<file path="config.mk">
export PLATFORM = sky130hd
export DESIGN_NAME = mem_port_arbiter
export DESIGN_NICKNAME = d
export VERILOG_FILES = /design/src/rtl/mem_port_arbiter.sv
export SDC_FILE = /design/constraint.sdc
export NUM_CORES = 1
export LEC_CHECK = 0
export BUFFER_PORTS_ARGS = -buffer_cell sky130_fd_sc_hd__buf_2
export CAP_MARGIN = 15
export CORE_MARGIN = 10
export CORE_UTILIZATION = 51
export CTS_CLUSTER_SIZE = 14
export DETAILED_ROUTE_END_ITERATION = 10
export HOLD_SLACK_MARGIN = 0.15
export PLACE_DENSITY_LB_ADDON = 0.1
export SYNTH_ARGS = -nofsm -noshare
export SYNTH_HDL_FRONTEND = slang
export SYNTH_SLANG_ARGS = --single-unit
</file>
<file path="constraint.sdc">
create_clock -name clk_i -period 2.9 [get_ports clk_i]
set_input_delay 0.435 -clock clk_i [delete_from_list [all_inputs] [get_ports clk_i]]
set_output_delay 0.435 -clock clk_i [all_outputs]
set_load 0.05 [all_outputs]
</file>
<file path="src/rtl/mem_port_arbiter.sv">
// Arbiter sharing one single-port memory between instruction fetch and data
// load/store. One access in flight at a time, sequenced IDLE -> ISSUE ->
// (WAIT) -> RESP. Data has priority; a starvation counter bounds how many
// consecutive data grants can be taken while fetch is waiting.
module mem_port_arbiter #(
  parameter int unsigned AW         = 32,
  parameter int unsigned DW         = 32,
  parameter int unsigned MEM_LAT    = 2,
  parameter int unsigned STARVE_MAX = 2
) (
  input  logic          clk_i,
  input  logic          rst_ni,
  // fetch requester (read only)
  input  logic          if_req_i,
  input  logic [AW-1:0] if_addr_i,
  output logic          if_ack_o,
  output logic [DW-1:0] if_rdata_o,
  // data requester
  input  logic          d_req_i,
  input  logic          d_we_i,
  input  logic [AW-1:0] d_addr_i,
  input  logic [DW-1:0] d_wdata_i,
  output logic          d_ack_o,
  output logic [DW-1:0] d_rdata_o,
  // memory port
  output logic          mem_en_o,
  output logic          mem_we_o,
  output logic [AW-1:0] mem_addr_o,
  output logic [DW-1:0] mem_wdata_o,
  input  logic [DW-1:0] mem_rdata_i,
  // status
  output logic          busy_o,
  output logic          owner_o
);

  typedef enum logic [1:0] {StIdle, StIssue, StWait, StResp} state_e;

  localparam logic [3:0] LatInit   = 4'(MEM_LAT - 1);
  localparam logic [2:0] StarveMax = 3'(STARVE_MAX);

  state_e        state_q, state_d;
  logic          owner_q, owner_d;
  logic          we_q, we_d;
  logic [AW-1:0] addr_q, addr_d;
  logic [DW-1:0] wdata_q, wdata_d;
  logic [3:0]    lat_cnt_q, lat_cnt_d;
  logic [2:0]    starve_q, starve_d;
  logic [DW-1:0] if_rdata_q, if_rdata_d;
  logic [DW-1:0] d_rdata_q, d_rdata_d;
  logic          if_ack_q, if_ack_d;
  logic          d_ack_q, d_ack_d;
  logic          mem_en_q, mem_en_d;
  logic          mem_we_q, mem_we_d;
  logic          busy_q, busy_d;
  logic          d_win;

  // Data wins unless fetch is also waiting and has hit the starvation limit.
  assign d_win = d_req_i && !(if_req_i && (starve_q == StarveMax));

  // Next-state, arbitration and registered-output decode.
  always_comb begin
    state_d    = state_q;
    owner_d    = owner_q;
    we_d       = we_q;
    addr_d     = addr_q;
    wdata_d    = wdata_q;
    lat_cnt_d  = lat_cnt_q;
    starve_d   = starve_q;
    if_rdata_d = if_rdata_q;
    d_rdata_d  = d_rdata_q;

    unique case (state_q)
      StIdle: begin
        if (if_req_i || d_req_i) begin
          if (d_win) begin
            owner_d = 1'b1;
            we_d    = d_we_i;
            addr_d  = d_addr_i;
            if (if_req_i && (starve_q != StarveMax)) begin
              starve_d = starve_q + 3'd1;
            end
          end else begin
            owner_d  = 1'b0;
            we_d     = 1'b0;
            addr_d   = if_addr_i;
            starve_d = '0;
          end
          wdata_d = d_wdata_i;
          state_d = StIssue;
        end
      end
      StIssue: begin
        if (we_q) begin
          state_d = StResp;
        end else begin
          lat_cnt_d = LatInit;
          state_d   = StWait;
        end
      end
      StWait: begin
        if (lat_cnt_q == '0) begin
          if (owner_q) begin
            d_rdata_d = mem_rdata_i;
          end else begin
            if_rdata_d = mem_rdata_i;
          end
          state_d = StResp;
        end else begin
          lat_cnt_d = lat_cnt_q - 4'd1;
        end
      end
      StResp: begin
        state_d = StIdle;
      end
      default: begin
        state_d = StIdle;
      end
    endcase

    // Outputs are decoded from the next state so they are pure flops.
    mem_en_d = (state_d == StIssue);
    mem_we_d = (state_d == StIssue) && we_d;
    busy_d   = (state_d != StIdle);
    if_ack_d = (state_d == StResp) && !owner_d;
    d_ack_d  = (state_d == StResp) && owner_d;
  end

  // State and output registers; reset abandons any in-flight access.
  always_ff @(posedge clk_i or negedge rst_ni) begin
    if (!rst_ni) begin
      state_q    <= StIdle;
      owner_q    <= 1'b0;
      we_q       <= 1'b0;
      addr_q     <= '0;
      wdata_q    <= '0;
      lat_cnt_q  <= '0;
      starve_q   <= '0;
      if_rdata_q <= '0;
      d_rdata_q  <= '0;
      if_ack_q   <= 1'b0;
      d_ack_q    <= 1'b0;
      mem_en_q   <= 1'b0;
      mem_we_q   <= 1'b0;
      busy_q     <= 1'b0;
    end else begin
      state_q    <= state_d;
      owner_q    <= owner_d;
      we_q       <= we_d;
      addr_q     <= addr_d;
      wdata_q    <= wdata_d;
      lat_cnt_q  <= lat_cnt_d;
      starve_q   <= starve_d;
      if_rdata_q <= if_rdata_d;
      d_rdata_q  <= d_rdata_d;
      if_ack_q   <= if_ack_d;
      d_ack_q    <= d_ack_d;
      mem_en_q   <= mem_en_d;
      mem_we_q   <= mem_we_d;
      busy_q     <= busy_d;
    end
  end

  assign if_ack_o    = if_ack_q;
  assign if_rdata_o  = if_rdata_q;
  assign d_ack_o     = d_ack_q;
  assign d_rdata_o   = d_rdata_q;
  assign mem_en_o    = mem_en_q;
  assign mem_we_o    = mem_we_q;
  assign mem_addr_o  = addr_q;
  assign mem_wdata_o = wdata_q;
  assign busy_o      = busy_q;
  assign owner_o     = owner_q;

endmodule

</file>
* Word level (Yosys, flattened, before mapping)
Cells that the tools add are included.
** Storage, ports and cells
- Bits in registers :: 144
- Latch bits :: 0
- RAM bits :: 0
- ROM bits :: 0
- Bits of input ports :: 133
- Output and inout bits :: 134
- Word-level logic and storage cells :: 61
- Memories kept :: 0
** Operators by class
- Add/subtract/negate cells :: 2
- Multipliers :: 0
- Div/mod/pow operators :: 0
- Order comparisons :: 0
- Equal/unequal tests :: 10
- Shift operators :: 0
- Muxes and demuxes :: 16
- Bitwise logic cells :: 1
- Reduce and logical (&&, ||, !) cells :: 18
** Operator list (count)
- two-way mux 32 bit :: 1
- AND reduction 3 bit :: 4
- two-way mux 4 bit :: 2
- one-hot mux 2 bit (4 select lines) :: 1
- one-hot mux 4 bit (2 select lines) :: 1
- two-way mux 1 bit :: 7
- == test 2 bit (second input constant) :: 3
- logical AND 1 bit :: 6
- two-way mux 3 bit :: 2
- == test 2 x 1 -> 1 bit (second input constant) :: 2
- logical NOT 4 bit :: 1
- two-way mux 2 bit :: 2
- != test 2 bit (second input constant) :: 2
- nonzero test 2 bit :: 2
- subtractor 4 x 1 -> 4 bit (second input constant) :: 1
- adder 3 x 1 -> 3 bit (second input constant) :: 1
- == test 3 x 2 -> 1 bit (second input constant) :: 1
- != test 3 x 2 -> 1 bit (second input constant) :: 1
- logical NOT 1 bit :: 2
- logical NOT 2 bit :: 1
- != test 2 x 1 -> 1 bit (second input constant) :: 1
- AND reduction 2 bit :: 1
- logical OR 1 bit :: 1
- NOT 1 bit :: 1

* Longest topological paths before layout
- Depth after elaboration :: 9
- Depth in mapped cells :: 7
- Gate-level depth less buffers :: 5

* Worst setup path before layout
Ideal clock, no wire load.
- Path type :: register to register
- Start point :: register state_q[0]
- End point :: register d_rdata_q[10], in the netlist d_rdata_o[10]
- Library setup time :: 0.125 ns
- Data arrival time :: 1.552 ns
- Required time :: 2.775 ns
- Path slack :: 1.223 ns
- Cell stages (with the launch flop) :: 8
- Path buffers :: 2
- Period minus slack after synthesis :: 1.677 ns
- Path through :: dfrtp_1 > inv_1 > ha_1 > buf_4 > and4bb_4 > nand2_4 > buf_6 > mux2_4
** Between the ends
- Cells in the longest elaborated chain, start to end :: 2
** Ends and longest elaborated chain
- from (decl) :: RTL line 41 : state_e state_q, state_d;
- from (signal assigned) :: RTL line 131 : state_q <= StIdle;
- from (signal assigned) :: RTL line 146 : state_q <= state_d;
- == test 2 bit :: RTL line 72 : unique case (state_q)
- AND reduction 3 bit (no line)
- to (signal assigned) :: RTL line 154 : d_rdata_q <= d_rdata_d;
- to (decl) :: RTL line 49 : logic [DW-1:0] d_rdata_q, d_rdata_d;
Every way passes these cells.
A chain may end at the register's enable or synchronous reset.

* Worst setup path in the final report
- Start point :: register state_q[0]
- End point :: register d_rdata_q[2], in the netlist d_rdata_o[2]
The elaborated chain is that of the path after synthesis.

==> flow_summary.json <==
{
  "worstHoldEndpoint": "mem_wdata_o[1]",
  "seqCellArea_um2": 3603,
  "cts_made_buffers": 17,
  "max_stage_delay_ns": 0.43,
  "start_kind": "flop",
  "die-area_um2": 16920,
  "cts.sinks": 144,
  "slowest_stage": "mux2_4",
  "min_path_cells": 3,
  "synthCells": 536,
  "root_buffer": "clkbuf_16",
  "cts_tree": "done",
  "r2r_setup_slack_ns": 0.79,
  "hpwl_um": 13310,
  "rr_worst_depth": 5,
  "grt.overflow.total": 0,
  "synth_top_area_cell": "dfrtp_1",
  "rsz0062_at_grt": "no",
  "htreeDepth": 4,
  "nets": 935,
  "path_cells": "inv_1, ha_1, and4bb_4, nand2_4, mux2_4",
  "ant_nets": 0,
  "clk_latency_ns": 0.42,
  "critical-path-top-delay-family": "simple AND/OR/NAND/NOR gates",
  "max_freq_mhz": 474.7,
  "syn_area_per_cell_um2": 11.53,
  "synth-main-ff-cell": "dfrtp_1",
  "yosysWarnings": 0,
  "multiInputGateArea_um2": 2361,
  "synth_common_cells": "nand2_1 (169), dfrtp_1 (144), mux2_2 (35)",
  "max_slew.worst_pin.slew_ns": 0.8014,
  "grt_max_degree": 58,
  "hp-class": "input port to flop",
  "yosysMostFrequentCell": "nand2_1",
  "antenna_found_initial": 1,
  "first_iter_violations": 231,
  "n_fill_cell": 948,
  "setup-tns-final_ns": 0,
  "grt_pass1_wl_um": 27990,
  "start_util_pct": 51.66,
  "crit_required_ns": 3.20,
  "clk_pin_slew_worst_paths_ns": 0.06,
  "num_rows": 40,
  "drive_above_1_share_pct": 46.96,
  "cp_num_buf_inv": 1,
  "postCtsSetupBuffers": 0,
  "ys_seq_elements": 144,
  "synthTopCellsByArea": "dfrtp_1 (58%), nand2_1 (10%), mux2_4 (7.3%)",
  "grt_pass1_vias": 5241,
  "numPortBuffers": 266,
  "wl_per_cell_um": 19.09,
  "finalHoldViolations": 0,
  "cap_viol_max_count": 0,
  "worstPathArrival_ns": 2.40,
  "status": "completed",
  "pin_count": 267,
  "ys_async_sr_fraction_pct": 100.0,
  "gp_congestion": 0.7753,
  "routed_wl_um": 18230,
  "synthDistinctLibCells": 38,
  "vias": 5080,
  "die-height_um": 130.1,
  "path_max_fanout": 32,
  "setup-violations-final": 0,
  "min_from": "d_wdata_i[1]",
  "fp.dieW_um": 130.1,
  "period_needed_ns": 2.106,
  "r2r_start": "state_q[0]",
  "ctsLongestPathBuffers": 2,
  "fin_crit_sh_pct": 72.64,
  "critPathCaptureType": "flop",
  "slew_headroom_pct": 46.58,
  "synth_edf_count": 0,
  "coreArea_um2": 11960,
  "r2r-end": "d_rdata_o[2]",
  "skew_ns": 0.009235,
  "syn_to_final_growth_pct": 32.27,
  "critPathKind": "flop to flop",
  "grtUsageTotal_pct": 21.16,
  "yosysSeqAreaShare_pct": 58.31,
  "drt-pass1-iter-count": 4,
  "syn_area_um2": 6180,
  "yosysTopAreaCellShare_pct": 58.31,
  "avgViaCountPerCell": 5.319,
  "drc": 0,
  "report.final.slew_viol_count": 0,
  "syn_nets": 676
}
[state kept, by name (all words and copies together) (netlist names)]
name	cells
busy_o	1
d_ack_o	1
d_rdata_o	32
if_ack_o	1
if_rdata_o	32
lat_cnt_q	4
mem_addr_o	32
mem_en_o	1
mem_wdata_o	32
mem_we_o	1
owner_o	1
starve_q	3
state_q	2
we_q	1
[worst max-delay path by stage]
stage	start	end	slack, ns	cells after the start
finish	state_q[0]	d_rdata_o[2]	0.79	5
global route	state_q[0]	d_rdata_o[2]	0.68	5
CTS	state_q[0]	d_rdata_o[2]	0.80	5
detailed placement	state_q[0]	d_rdata_o[23]	0.78	5
global placement	state_q[0]	d_rdata_o[24]	0.90	5
floorplan	state_q[0]	d_rdata_o[10]	1.22	7
[worst reg2reg max path, stage by stage (launching register included)]
cell	delay [ns]
dfrtp_1	0.41
inv_1	0.10
ha_1	0.37
and4bb_4	0.32
nand2_4	0.34
mux2_4	0.45
[area by class of cell]
class | instances | area share, %
inverter | 8 | 0.3674
timing repair buffer | 277 | 17.56
clock buffer | 21 | 5.755
multi-input combinational | 347 | 28.88
sequential | 144 | 44.08
antenna | 1 | 0.03061
clock inverter | 10 | 1.071
tap | 147 | 2.250
[routing by layer]
layer / share of wire (%) / vias up / routed length (um) / track usage (%)
li1: - / 2367 / - / -
met1: 38 / 2468 / 6909 / 24.13
met2: 48 / 219 / 8724 / 33.50
met4: 1.8 / 0 / 332 / 8.730
met3: 12 / 26 / 2263 / 10.14
met5: 0 / - / 0 / 0
[cells in the final DEF, fill, tap and decap left out, drive strengths merged, types with 3 or more instances in the layout]
cell	n
buf	276
clkbuf	21
nand2	170
nand4	33
ha	7
nor2	3
mux2	65
o21ai	4
o31ai	3
inv	8
dfrtp	144
and2	4
clkinv	7
o211ai	32
[cells by family after synthesis]
logic type | after synthesis | share of synthesized area [%]
multiplexers | 65 | 13.67
adder cells (fa/ha/maj) | 7 | 1.417
AO/OA/AOI/OAI | 53 | 6.499
AND/OR/NAND/NOR | 222 | 16.42
flip-flops | 144 | 58.31
buffers and inverters | 45 | 3.685
[timing repair]
item | 4_1_cts | 5_1_grt
hold buffers | 1 | 0
resized for setup | 0 | 0
hold endpoints to repair | 55 | 0
[metrics by stage]
step                      setup slack (ns)  utilization, %  std cells  instance area [um^2]  hold slack, ns
after global placement              0.8962           63.57        922                  7604          0.4343
after CTS                           0.8047           68.32        954                  8172          0.1871
after detailed placement            0.7800           63.57        922                  7604          0.4375
after global routing                0.6832           68.32        954                  8172          0.1928
after floorplan                      1.223               -        536                  6180          0.1394
final                               0.7935           68.34        955                  8174          0.2024
Power is left out: the tool's default activity adds up to more than one toggle a clock period on the data nets, which glitch-free logic cannot reach.
